### src/rtl/temp_disp_pkg.sv
// Shared types and constants for the temperature display sequencer and scan.
package temp_disp_pkg;

  localparam int N_POS = 5;
  localparam int TC_W  = 13;

  typedef enum logic [2:0] {
    S_IDLE,
    S_REQ,
    S_WAIT,
    S_ACC,
    S_UPDATE
  } smp_state_t;

  typedef logic [2:0] pos_idx_t;

endpackage

### src/rtl/temp_disp_ctl_if.sv
// Sensor read bus: request pulse out, one-cycle ack with signed reading back.
interface temp_disp_ctl_if;
  import temp_disp_pkg::*;

  logic                   rd_req;
  logic                   rd_ack;
  logic signed [TC_W-1:0] rd_data;

  modport master (output rd_req, input rd_ack, input rd_data);
  modport slave  (input rd_req, output rd_ack, output rd_data);

endinterface

### src/rtl/disp_scan.sv
// Five-position seven-segment scan (sign + 4 digits) with leading-zero blanking.
// Outputs registered: one cycle behind the BCD inputs; no backpressure.
module disp_scan
  import temp_disp_pkg::*;
#(
  parameter int SCAN_CYCLES = 100_000
) (
  input  logic             clk,
  input  logic             rst,
  input  logic             i_force_minus,
  input  logic [3:0]       i_thousands,
  input  logic [3:0]       i_hundreds,
  input  logic [3:0]       i_tens,
  input  logic [3:0]       i_ones,
  input  logic             i_sign,
  output logic [N_POS-1:0] o_an,
  output logic [3:0]       o_digit,
  output logic             o_seg_blank,
  output logic             o_seg_minus
);

  localparam int SCW = (SCAN_CYCLES > 1) ? $clog2(SCAN_CYCLES) : 1;

  logic [SCW-1:0]   r_cnt;
  pos_idx_t         r_pos;
  logic             w_adv;
  logic [N_POS-1:0] w_an;
  logic [3:0]       w_digit;
  logic             w_blank;
  logic             w_minus;

  logic [N_POS-1:0] r_an;
  logic [3:0]       r_digit;
  logic             r_blank;
  logic             r_minus;

  assign w_adv = (r_cnt == SCW'(SCAN_CYCLES - 1));

  always_ff @(posedge clk) begin
    if (rst) begin
      r_cnt <= '0;
      r_pos <= '0;
    end else if (w_adv) begin
      r_cnt <= '0;
      r_pos <= (r_pos == pos_idx_t'(N_POS - 1)) ? '0 : r_pos + pos_idx_t'(1);
    end else begin
      r_cnt <= r_cnt + SCW'(1);
    end
  end

  always_comb begin
    w_an    = ~(N_POS'(1) << r_pos);
    w_digit = 4'd0;
    w_blank = 1'b0;
    w_minus = 1'b0;
    case (r_pos)
      pos_idx_t'(0): w_digit = i_ones;
      pos_idx_t'(1): w_digit = i_tens;
      pos_idx_t'(2): begin
        w_digit = i_hundreds;
        w_blank = (i_thousands == 4'd0) && (i_hundreds == 4'd0);
      end
      pos_idx_t'(3): begin
        w_digit = i_thousands;
        w_blank = (i_thousands == 4'd0);
      end
      default: begin
        w_blank = ~i_sign;
        w_minus = i_sign;
      end
    endcase
    // Error display overrides every position with a dash.
    if (i_force_minus) begin
      w_blank = 1'b0;
      w_minus = 1'b1;
    end
  end

  always_ff @(posedge clk) begin
    if (rst) begin
      r_an    <= {{(N_POS-1){1'b1}}, 1'b0};
      r_digit <= i_ones;
      r_blank <= 1'b0;
      r_minus <= 1'b0;
    end else begin
      r_an    <= w_an;
      r_digit <= w_digit;
      r_blank <= w_blank;
      r_minus <= w_minus;
    end
  end

  assign o_an        = r_an;
  assign o_digit     = r_digit;
  assign o_seg_blank = r_blank;
  assign o_seg_minus = r_minus;

endmodule

### src/rtl/temp_disp_ctl.sv
// Sample sequencer: periodic bursts of 2^AVG_LOG2 sensor reads, averaged into tc; drives disp_scan.
// Define TEMP_DISP_ERR_EN to show "-----" on the display while the sticky timeout flag is set.
module temp_disp_ctl
  import temp_disp_pkg::*;
#(
  parameter int SAMPLE_CYCLES  = 1_000_000,
  parameter int AVG_LOG2       = 2,
  parameter int TIMEOUT_CYCLES = 1023,
  parameter int SCAN_CYCLES    = 100_000
) (
  input  logic                   clk,
  input  logic                   rst,
  temp_disp_ctl_if.master        sns_if,
  input  logic                   i_cf_pulse,
  output logic signed [TC_W-1:0] o_tc,
  output logic                   o_c_f,
  output logic                   o_upd,
  output logic                   o_err,
  input  logic [3:0]             i_thousands,
  input  logic [3:0]             i_hundreds,
  input  logic [3:0]             i_tens,
  input  logic [3:0]             i_ones,
  input  logic                   i_sign,
  output logic [N_POS-1:0]       o_an,
  output logic [3:0]             o_digit,
  output logic                   o_seg_blank,
  output logic                   o_seg_minus
);

  localparam int SMP_W = (SAMPLE_CYCLES > 1) ? $clog2(SAMPLE_CYCLES) : 1;
  localparam int TO_W  = $clog2(TIMEOUT_CYCLES + 1);
  localparam int ACC_W = TC_W + AVG_LOG2;
  localparam int CNT_W = AVG_LOG2 + 1;

  smp_state_t              r_state;
  smp_state_t              w_state_nxt;
  logic [SMP_W-1:0]        r_smp_cnt;
  logic [TO_W-1:0]         r_to_cnt;
  logic signed [ACC_W-1:0] r_sum;
  logic [CNT_W-1:0]        r_cnt;
  logic signed [TC_W-1:0]  r_rd_dat;
  logic signed [TC_W-1:0]  r_tc;
  logic                    r_c_f;
  logic                    r_err;

  logic                    w_tick;
  logic [TO_W-1:0]         w_to_nxt;
  logic                    w_to_hit;
  logic [CNT_W-1:0]        w_cnt_nxt;
  logic                    w_cnt_full;
  logic signed [ACC_W-1:0] w_sum_nxt;
  logic signed [ACC_W-1:0] w_avg;
  logic                    w_rd_req;
  logic                    w_upd;
  logic                    w_timeout;
  logic                    w_force_minus;

  assign w_tick     = (r_smp_cnt == SMP_W'(SAMPLE_CYCLES - 1));
  assign w_to_nxt   = r_to_cnt + TO_W'(1);
  assign w_to_hit   = (w_to_nxt == TO_W'(TIMEOUT_CYCLES));
  assign w_cnt_nxt  = r_cnt + CNT_W'(1);
  assign w_cnt_full = (w_cnt_nxt == CNT_W'(1 << AVG_LOG2));
  assign w_sum_nxt  = r_sum + ACC_W'(r_rd_dat);
  assign w_avg      = r_sum >>> AVG_LOG2;

  always_ff @(posedge clk) begin
    if (rst) r_state <= S_IDLE;
    else     r_state <= w_state_nxt;
  end

  always_comb begin
    w_state_nxt = r_state;
    w_rd_req    = 1'b0;
    w_upd       = 1'b0;
    w_timeout   = 1'b0;
    case (r_state)
      S_IDLE: if (w_tick) w_state_nxt = S_REQ;
      S_REQ: begin
        w_rd_req    = 1'b1;
        w_state_nxt = S_WAIT;
      end
      S_WAIT: begin
        // An ack landing on the timeout cycle still wins.
        if (sns_if.rd_ack) begin
          w_state_nxt = S_ACC;
        end else if (w_to_hit) begin
          w_timeout   = 1'b1;
          w_state_nxt = S_IDLE;
        end
      end
      S_ACC:    w_state_nxt = w_cnt_full ? S_UPDATE : S_REQ;
      S_UPDATE: begin
        w_upd       = 1'b1;
        w_state_nxt = S_IDLE;
      end
      default:  w_state_nxt = S_IDLE;
    endcase
  end

  always_ff @(posedge clk) begin
    if (rst) begin
      r_smp_cnt <= '0;
      r_to_cnt  <= '0;
      r_sum     <= '0;
      r_cnt     <= '0;
      r_rd_dat  <= '0;
      r_tc      <= '0;
      r_c_f     <= 1'b0;
      r_err     <= 1'b0;
    end else begin
      r_smp_cnt <= w_tick ? '0 : r_smp_cnt + SMP_W'(1);
      r_c_f     <= r_c_f ^ i_cf_pulse;
      r_to_cnt  <= (r_state == S_WAIT) ? w_to_nxt : '0;
      if (r_state == S_WAIT && sns_if.rd_ack) r_rd_dat <= sns_if.rd_data;
      if (w_timeout) begin
        r_err <= 1'b1;
        r_sum <= '0;
        r_cnt <= '0;
      end
      if (r_state == S_ACC) begin
        r_sum <= w_sum_nxt;
        r_cnt <= w_cnt_nxt;
      end
      if (r_state == S_UPDATE) begin
        r_tc  <= w_avg[TC_W-1:0];
        r_sum <= '0;
        r_cnt <= '0;
      end
    end
  end

`ifdef TEMP_DISP_ERR_EN
  assign w_force_minus = r_err;
`else
  assign w_force_minus = 1'b0;
`endif

  disp_scan #(.SCAN_CYCLES(SCAN_CYCLES)) u_scan (
    .clk           (clk),
    .rst           (rst),
    .i_force_minus (w_force_minus),
    .i_thousands   (i_thousands),
    .i_hundreds    (i_hundreds),
    .i_tens        (i_tens),
    .i_ones        (i_ones),
    .i_sign        (i_sign),
    .o_an          (o_an),
    .o_digit       (o_digit),
    .o_seg_blank   (o_seg_blank),
    .o_seg_minus   (o_seg_minus)
  );

  assign sns_if.rd_req = w_rd_req;
  assign o_tc          = r_tc;
  assign o_c_f         = r_c_f;
  assign o_upd         = w_upd;
  assign o_err         = r_err;

endmodule

### src/flat_wrapper.sv
// flat-port wrapper written by rule: the top's interface ports become plain ports
module temp_disp_ctl_flat import temp_disp_pkg::*;
#(
  parameter int SAMPLE_CYCLES  = 1_000_000,
  parameter int AVG_LOG2       = 2,
  parameter int TIMEOUT_CYCLES = 1023,
  parameter int SCAN_CYCLES    = 100_000
)
  (clk, rst, i_cf_pulse, o_tc, o_c_f, o_upd, o_err, i_thousands, i_hundreds, i_tens, i_ones, i_sign, o_an, o_digit, o_seg_blank, o_seg_minus, sns_if_rd_req, sns_if_rd_ack, sns_if_rd_data);
  temp_disp_ctl_if sns_if_i ();
  input  logic clk;
  input  logic rst;
  input  logic i_cf_pulse;
  output logic signed [TC_W-1:0] o_tc;
  output logic o_c_f;
  output logic o_upd;
  output logic o_err;
  input  logic [3:0] i_thousands;
  input  logic [3:0] i_hundreds;
  input  logic [3:0] i_tens;
  input  logic [3:0] i_ones;
  input  logic i_sign;
  output logic [N_POS-1:0] o_an;
  output logic [3:0] o_digit;
  output logic o_seg_blank;
  output logic o_seg_minus;
  output wire logic [$bits(sns_if_i.rd_req)-1:0] sns_if_rd_req;
  input wire logic [$bits(sns_if_i.rd_ack)-1:0] sns_if_rd_ack;
  input wire logic [$bits(sns_if_i.rd_data)-1:0] sns_if_rd_data;
  assign sns_if_rd_req = sns_if_i.rd_req;
  assign sns_if_i.rd_ack = sns_if_rd_ack;
  assign sns_if_i.rd_data = sns_if_rd_data;
  temp_disp_ctl #(.SAMPLE_CYCLES(SAMPLE_CYCLES), .AVG_LOG2(AVG_LOG2), .TIMEOUT_CYCLES(TIMEOUT_CYCLES), .SCAN_CYCLES(SCAN_CYCLES)) u_core (.clk(clk), .rst(rst), .sns_if(sns_if_i), .i_cf_pulse(i_cf_pulse), .o_tc(o_tc), .o_c_f(o_c_f), .o_upd(o_upd), .o_err(o_err), .i_thousands(i_thousands), .i_hundreds(i_hundreds), .i_tens(i_tens), .i_ones(i_ones), .i_sign(i_sign), .o_an(o_an), .o_digit(o_digit), .o_seg_blank(o_seg_blank), .o_seg_minus(o_seg_minus));
endmodule
### config.mk
export PLATFORM = sky130hd
export DESIGN_NAME = temp_disp_ctl_flat
export DESIGN_NICKNAME = d
export VERILOG_FILES = /design/src/rtl/temp_disp_pkg.sv /design/src/rtl/temp_disp_ctl_if.sv /design/src/rtl/disp_scan.sv /design/src/rtl/temp_disp_ctl.sv /design/src/flat_wrapper.sv
export SDC_FILE = /design/constraint.sdc
export NUM_CORES = 1
export LEC_CHECK = 0
export ABC_AREA = 1
export CORE_ASPECT_RATIO = 1.4
export CORE_MARGIN = 1.5
export CORE_UTILIZATION = 61
export DETAILED_ROUTE_END_ITERATION = 10
export PLACE_DENSITY = 0.85
export SLEW_MARGIN = 10
export SYNTH_ARGS = -nofsm -noshare
export SYNTH_HDL_FRONTEND = slang
export SYNTH_HIERARCHICAL = 1
export SYNTH_SLANG_ARGS = --single-unit
### constraint.sdc
create_clock -name clk -period 4.9 [get_ports clk]
set_clock_uncertainty 0.1 [all_clocks]
set_input_delay 1.225 -clock clk [delete_from_list [all_inputs] [get_ports clk]]
set_output_delay 1.225 -clock clk [all_outputs]
set_load 0.02 [all_outputs]
# == Yosys cells after proc, flatten, opt, wreduce, memory -nomap -nowiden ==
# Index checks and enable logic that the tools add are counted.
# totals
romBits,0
latchBits,0
inputBits,34
memories,0
elab_cells,72
regBits,110
ram_bits,0
# classes
div,0
n_mux,18
eq_ne,14
addsub,6
shifts,1
mul,0
bitwise_logic,4
order_cmp,0
n_reduce_logical,14
# op_table
cell,n
two-way mux 15 bit,2
two-way mux 3 bit,7
"adder 20 x 1 -> 20 bit, second input constant",1
"== test 20 bit, second input constant",1
"adder 17 x 1 -> 17 bit, second input constant",1
"== test 17 bit, second input constant",1
case mux 4 bit (4 select lines),1
adder 15 x 13 -> 15 bit,1
"== test 3 x 2 -> 1 bit, second input constant",4
case mux 3 bit (4 select lines),1
"adder 10 x 1 -> 10 bit, second input constant",1
"== test 10 bit, second input constant",1
OR reduction 2 bit,5
"== test 3 bit, second input constant",3
zero test 4 bit,2
"adder 3 x 1 -> 3 bit, second input constant",2
"== test 3 x 1 -> 1 bit, second input constant",2
zero test 3 bit,2
two-way mux 1 bit,5
inverter 5 bit,1
OR reduction 5 bit,1
"<< shifter 1 x 3 -> 5 bit, first input constant",1
two-way mux 4 bit,1
"!= test 3 x 2 -> 1 bit, second input constant",1
7 further kinds,9

# == Logic depth before layout (Yosys ltp) ==
# Gate-level depths: netlist of the first run.
# depth
ltp_word,7
mapped_depth,11
ltp_nobuf,11

# == By module ==
# Netlist of the first run, hierarchy kept.
# modules_own_cells
module,n_inst,area_per_inst_um2,cells_each
temp_disp_ctl,1,4020.1,550
disp_scan,1,1654.1,242

# == Worst setup path after synthesis of the first run ==
# Ideal clock, no wire load.
# synth_path
path_kind,reg2out
startpoint,register u_core.r_state[0]
endpoint,output port o_upd
setup_slack_ns,2.547
t_arrival_ns,1.028
n_path_buf,1
stages_incl_launch_ff,5
required_ns,3.575
cell_sequence,dfxtp_1 -> nor2_1 -> nand2_1 -> inv_1 -> buf_1
# synth_via
elab_chain_cells,2
# synth_lines
element,line_no,text
from (decl),temp_disp_ctl.sv:35,smp_state_t r_state;
from (signal assigned),temp_disp_ctl.sv:68,else r_state <= w_state_nxt;
== test 3 bit,temp_disp_ctl.sv:76,case (r_state)
two-way mux 1 bit,temp_disp_ctl.sv:76,
to (decl),flat_wrapper.sv:16,output logic o_upd;
# Every way passes these cells.

# == Worst setup path in the final report of the first run ==
# Same ends and word-level chain as after synthesis.

==> metrics.txt, run 1 <==
clk sinks=110; Post CTS Setup Buffer Count=0; Max clock buf depth=2; Fin. Hold Viols=0; Max Clk Rate=a little under 300 MHz; share of the synthesized area in the top cell type=38.8%; maximum VDD drop=0.000261 V; critical-path maximum fanout=15; FP Rows=41; Max transition margin=a little over half; first-pass GRT wire length=around 22 mm; Synth-to-Final Area Change=17.4%; worst-path cell chain=nor2_1 -> nand2_1 -> inv_1 -> clkdlybuf4s50_1; Core Area=between 9000 and 10000 sq um; worst reg2reg setup slack=2570 ps; DRT Pass-1 Iters=5; Ys Warns=6; Post-synth ARST share=0%; part of the power in registers=52.2%; latest clock arrival within the worst-skew pair=340 ps; crit path kind=flop to output port; Post-synth EDFFs=0; GRT Util Overall=26.6%; hold crit path type=flop to flop; Psw=372 uW; synth unique cells=41; vias in the first global route=5087; die width=84.5 um; Routed WL per cell=13.3 um; vias=5289; WP data arrival=2140 ps; status=complete, no violations; 1st-iter DRT viols=approximately 400; Via density=5.49; top_reg_cell synth=dfxtp_1; Synth area leader=dfxtp_1; Final GP Congestion=0.924; worst setup path startpoint=u_core/r_state[0]; IO buf count=61; Initial Utilization=a little over three fifths; Reg2Reg Depth=6; slowest CP cell=clkdlybuf4s50_1; largest net degree at the start of global routing=29; Pleak=around 2.7 nW; Post-CTS Resized=0; startpoint types=flop; Routed Antenna Nets=0; post-synth net total=approximately 850; n_diodes=0; post-layout net count=911; RSZ-0062 raised after global routing=no; initial antenna violation count=0; final WL=between 10 and 15 mm; most frequent cell after synthesis=nand2_1; clk slew on worst S/H paths=70 ps; Mapped Area=5670 sq um; # IOs=62; gr ovfl total=0; internal power=roughly 1.4 mW; sequential element share of the synthesized area=38.8%; Sw Ratio=21.2%; setup TNS=0 ps; die area=9900 sq um; Slew @ Worst Pin=676 ps; Cells after Synth=about 800; Gate power share=about 6.1%; Reg-to-Reg End=u_core/r_cnt[1]; final slew viol count=0; CTS Hold Bufs=0; CP required=about 3600 ps; CP peak stage delay=700 ps; PwrDens=263 nW/um^2; top post-synthesis cells by area=dfxtp_1 (39%), nand2_1 (11%), nor2_1 (8.5%); power share of the clock group=41.7%; CTS tree=done; Mean Syn Cell Area=7.16 sq um; commonest cells in the netlist=nand2_1 (171), nor2_1 (129), dfxtp_1 (110); dpl hpwl=9.51 mm; r2r startpoint=u_core/r_state[1]; CTS Root Cell=clkbuf_16; Tcrit/Tclk final=70.7%; detailed-route DRC error count=0; share of layout cells above drive strength 1=8.64%; Num CTS Buffers=9; Max Cap Viol=0; Die Y=117 um; final core occ=73.8%; Max H-tree Level=3; Setup-failing EPs final=0; crit path capture=o_upd; Crit. End Element=output port; min cycle time layout=3460 ps; Synth Register Bits=between 100 and 150
-- metrics by stage --
stage | instances | area (sq um) | setup WS, ps | hold slack (ps) | power, mW
final | 963 | 6660 | 1440 | 355 | 1.75
after global routing | 963 | 6660 | 1240 | 377 | 1.81
after CTS | 963 | 6660 | 1430 | 359 | 1.77
after detailed placement | 947 | 6360 | 1220 | 345 | 1.04
after global placement | 947 | 6360 | 1380 | 333 | 1.04
after floorplan | 792 | 5670 | 2550 | 318 | 0.992
-- routing by layer --
metal	part of all wire, %	track usage [%]
met1	42	30.6
met5	0	0
met2	52	49.7
met4	1.5	9.03
met3	3.9	4.56
-- power by group through the flow --
stage,Combinational [mW],Clock [mW],Sequential [mW]
after floorplan,0.0519,0,0.940
after global placement,0.102,0,0.936
after detailed placement,0.106,0,0.936
after CTS,0.106,0.744,0.916
after global routing,0.118,0.774,0.917
final,0.106,0.732,0.916
-- registers in the layout, indices dropped and copies added (netlist names) --
signal,cells
u_core/r_sum,15
u_core/u_scan/o_digit,4
u_core/r_smp_cnt,20
u_core/o_err,1
u_core/r_cnt,3
u_core/u_scan/r_cnt,17
u_core/u_scan/r_pos,3
u_core/u_scan/o_seg_blank,1
u_core/r_state,3
u_core/o_tc,13
u_core/r_to_cnt,10
u_core/o_c_f,1
u_core/u_scan/o_seg_minus,1
u_core/r_rd_dat,13
u_core/u_scan/o_an,5
-- placed cells by master, fill, tap and decap left out, types with 2 or more instances in the layout --
| master | netlist | routed |
|---|---|---|
| nand2_1 | 171 | 171 |
| nor2_1 | 129 | 129 |
| dfxtp_1 | 110 | 110 |
| inv_1 | 76 | 76 |
| clkdlybuf4s50_1 | 0 | 61 |
| a21oi_1 | 50 | 50 |
| nand3_1 | 49 | 49 |
| o21ai_0 | 41 | 41 |
| ha_1 | 25 | 25 |
| nand4_1 | 15 | 15 |
| nand3_2 | 12 | 12 |
| a21oi_2 | 11 | 11 |
| nor3_1 | 11 | 11 |
| clkbuf_16 | 0 | 9 |
| xor2_1 | 8 | 8 |
| or2_2 | 7 | 7 |
| nand2_2 | 7 | 7 |
| nor2_4 | 7 | 7 |
| o21bai_1 | 6 | 6 |
| nand3b_1 | 6 | 6 |
| nor2_2 | 5 | 5 |
| inv_2 | 4 | 4 |
| xnor2_1 | 4 | 4 |
| or2_0 | 3 | 3 |
| clkbuf_1 | 8 | 2 |
| clkbuf_8 | 0 | 2 |
| clkinv_1 | 2 | 2 |
| o21ai_1 | 2 | 2 |
| a31oi_1 | 2 | 2 |
| a21o_1 | 2 | 2 |
| buf_4 | 0 | 2 |
| o22ai_1 | 2 | 2 |
-- worst min-delay path by stage --
stage | from | endpoint | slack [ps] | cells after the start
floorplan | u_core/r_smp_cnt[0] | u_core/r_smp_cnt[0] | 320 | 1
global placement | u_core/r_smp_cnt[0] | u_core/r_smp_cnt[0] | 330 | 1
detailed placement | u_core/r_smp_cnt[0] | u_core/r_smp_cnt[0] | 350 | 1
CTS | u_core/r_smp_cnt[0] | u_core/r_smp_cnt[0] | 360 | 1
global route | u_core/u_scan/r_cnt[0] | u_core/u_scan/r_cnt[0] | 380 | 1
finish | u_core/r_smp_cnt[0] | u_core/r_smp_cnt[0] | 360 | 1
-- critical path, delay by kind of cell, from the launching register on --
kind                   cells  cell delay (ps)
buffers and inverters      2             1140
flip-flops                 1              330
AND/OR/NAND/NOR            2              330
-- cell families (layout without fill, tap and decap cells) --
| kind of cell | Yosys count | in the layout | synth area share (%) |
|---|---|---|---|
| other cells | 1 | 1 | 0.0661 |
| xor+xnor | 12 | 12 | 1.85 |
| flops | 110 | 110 | 38.8 |
| simple gates | 428 | 428 | 34.8 |
| compound gates | 118 | 118 | 11.8 |
| fa+ha+maj | 26 | 26 | 5.87 |
| buf+inv | 97 | 161 | 6.77 |
-- cell type report --
| class | instances | area [sq um] |
|---|---|---|
| clock buffers | 13 | 260 |
| clock inverters | 3 | 42.5 |
| inverters | 82 | 308 |
| fillers | 704 | 2370 |
| flip-flops and latches | 110 | 2200 |
| multi-input cells | 585 | 3090 |
| repair buffers | 63 | 626 |
| well taps | 107 | 134 |
Power figures use the tool's default switching activity.
==> inputs of run 2 (changes only) <==
--- a/config.mk
+++ b/config.mk
@@ -8,9 +8,9 @@
 export ABC_AREA = 1
 export CORE_ASPECT_RATIO = 1.4
 export CORE_MARGIN = 1.5
-export CORE_UTILIZATION = 61
+export CORE_UTILIZATION = 57
 export DETAILED_ROUTE_END_ITERATION = 10
-export PLACE_DENSITY = 0.85
+export PLACE_DENSITY = 0.8
 export SLEW_MARGIN = 10
 export SYNTH_ARGS = -nofsm -noshare
 export SYNTH_HDL_FRONTEND = slang
==> constraint.sdc (replaced) <==
create_clock -name clk -period 3.6 [get_ports clk]
set_clock_uncertainty 0.1 [all_clocks]
set_input_delay 0.9 -clock clk [delete_from_list [all_inputs] [get_ports clk]]
set_output_delay 0.9 -clock clk [all_outputs]
set_load 0.02 [all_outputs]
==> metrics.txt, run 2 (synthesized netlist as in run 1, its figures left out) <==
status=complete, no violations; initial antenna violation count=0 (unchanged); final slew viol count=0 (unchanged); DRT Pass-1 Iters=5 (unchanged); Slew @ Worst Pin=659 ps (-17.7 ps); clk slew on worst S/H paths=70 ps (about the same); detailed-route DRC error count=0 (unchanged); final instance area=6730 sq um (+0.98%); largest net degree at the start of global routing=29 (unchanged); Post CTS Setup Buffer Count=0 (unchanged); clk sinks=110 (unchanged); CTS Root Cell=clkbuf_16; first-pass GRT wire length=20.9 mm (-3.9%); final WL=12.4 mm (-3.2%); register area=2200 sq um (unchanged); startpoint types=flop; worst-path cell chain=nor2_1 -> nand2_1 -> inv_1 -> clkdlybuf4s50_1; Worst Hold End=u_core/r_smp_cnt[0]; maximum VDD drop=0.000314 V (+20%); Highest Signal Layer=met4; 1st-iter DRT viols=303 (-25%); Setup-failing EPs final=0 (unchanged); Hold Crit Start=u_core/r_smp_cnt[0]; vias in the first global route=4942 (-2.9%); Via density=5.26 (-4.3%); Die Y=121 um (+3.4%); most frequent cells in the layout=nand2_1 (171), nor2_1 (129), dfxtp_1 (110), inv_1 (76), clkdlybuf4s50_1 (61); slowest CP cell=clkdlybuf4s50_1; Placed Area=6400 sq um (+0.73%); Post-CTS Resized=0 (unchanged); FP Rows=42 (+2.4%); WP data arrival=1770 ps (-370 ps); Top Registers=u_core/r_smp_cnt: 20 flops, u_core/u_scan/r_cnt: 17 flops, u_core/r_sum: 15 flops; IO buf count=61 (unchanged); Max Clk Rate=361 MHz; area of the multi-input gates=3090 sq um (unchanged); Crit. End Element=output port; Max clock buf depth=2 (unchanged); Num CTS Buffers=9 (unchanged); min cycle time layout=~2800 ps; die area=10600 sq um (+6.8%); Max transition margin=56.0% (+1.4 points); Routed Antenna Nets=0 (unchanged); latest clock arrival within the worst-skew pair=350 ps (about the same); CTS tree=done; Max H-tree Level=3 (unchanged); # IOs=62 (unchanged); Final GP Congestion=0.911 (-1.5%); post-layout net count=913 (+0.22%); worst reg2reg setup slack=1390 ps (-1180 ps); Core Area=9560 sq um (+5.9%); setup TNS=0 ps (unchanged); largest reg by FF count=u_core/r_smp_cnt; critical-path maximum fanout=14 (-1); commonest non-fill, non-tap cell in the layout=nand2_1; CP peak stage delay=620 ps (-80 ps); CTS Hold Bufs=0 (unchanged); n_diodes=0 (unchanged); Hold Crit Depth=1 (unchanged); Tcrit/Tclk final=77.0%; die width=87.3 um (+3.3%); Initial Utilization=59.3% (-3.5 points); worst setup path startpoint=u_core/r_state[0]; GRT Util Overall=24.6% (-2.0 points); vias=5205 (-1.6%); Pleak=2.69 nW (+0.73%); crit path kind=flop to output port; final total power=2.44 mW (+39%); Synth-to-Final Area Change=18.5%; r2r startpoint=u_core/r_smp_cnt[0]; Routed WL per cell=12.5 um (-5.9%); Metal-1 WL=4.99 mm (-8.1%); share of layout cells above drive strength 1=8.97% (+0.33 points); Layout fillers=818 (+16%); DR WL met2=6.59 mm (-1.4%); CP required=2600 ps (-980 ps); max FFs per register=20 (unchanged); PwrDens=364 nW/um^2 (+38%); Reg-to-Reg End=u_core/r_smp_cnt[17]; gr ovfl total=0 (unchanged); Fin. Hold Viols=0 (unchanged); Reg2Reg Depth=8 (+2); hold crit path type=flop to flop; dpl hpwl=9.56 mm (+0.51%); Max Cap Viol=0 (unchanged); RSZ-0062 raised after global routing=no; met3 wire length=573 um (+13%)
==> run 2: routing by layer <==
metal,up-vias,GRT usage (%)
li1,2692,-
met5,-,0
met4,0,9.72
met1,2373,26.1
met3,23,5.44
met2,117,45.8
==> run 2: area by class of cell <==
type	instances	share of cell area, %
Clock buffer	10	3.40
Tap cell	132	2.46
Multi-Input combinational cell	585	45.9
Timing Repair Buffer	65	9.53
Inverter	82	4.58
Sequential cell	110	32.7
Clock inverter	6	1.38
==> run 2: how the worst max path moves through the flow <==
stage	end	slack [ps]	cells after the start
final	o_upd	830	4
after global routing	o_upd	700	4
after CTS	o_upd	820	4
after detailed placement	u_core/r_cnt[1]	900	5
after global placement	u_core/r_sum[6]	1000	5
after floorplan	o_upd	1570	4
==> run 2: stage by stage <==
step	hold WS [ps]	instances	setup slack (ps)	utilization [%]
finish	351	990	829	70.3
global route	386	990	700	70.3
CTS	355	990	819	70.3
detailed placement	344	974	902	67.0
global placement	327	974	997	67.0
floorplan	318	792	1570	-
==> run 2: where the power goes <==
part           switching (mW)  leakage [nW]  internal [mW]
sequential             0.0122         0.889           1.23
combinational          0.0746          1.65         0.0699
clock                   0.438         0.155          0.616
total                   0.525          2.69           1.92
==> run 2: critical path: cells and delay by family (launching register included) <==
family                 cells  cell delay (ps)
buffers and inverters      2              770
flip-flops                 1              330
AND/OR/NAND/NOR            2              320
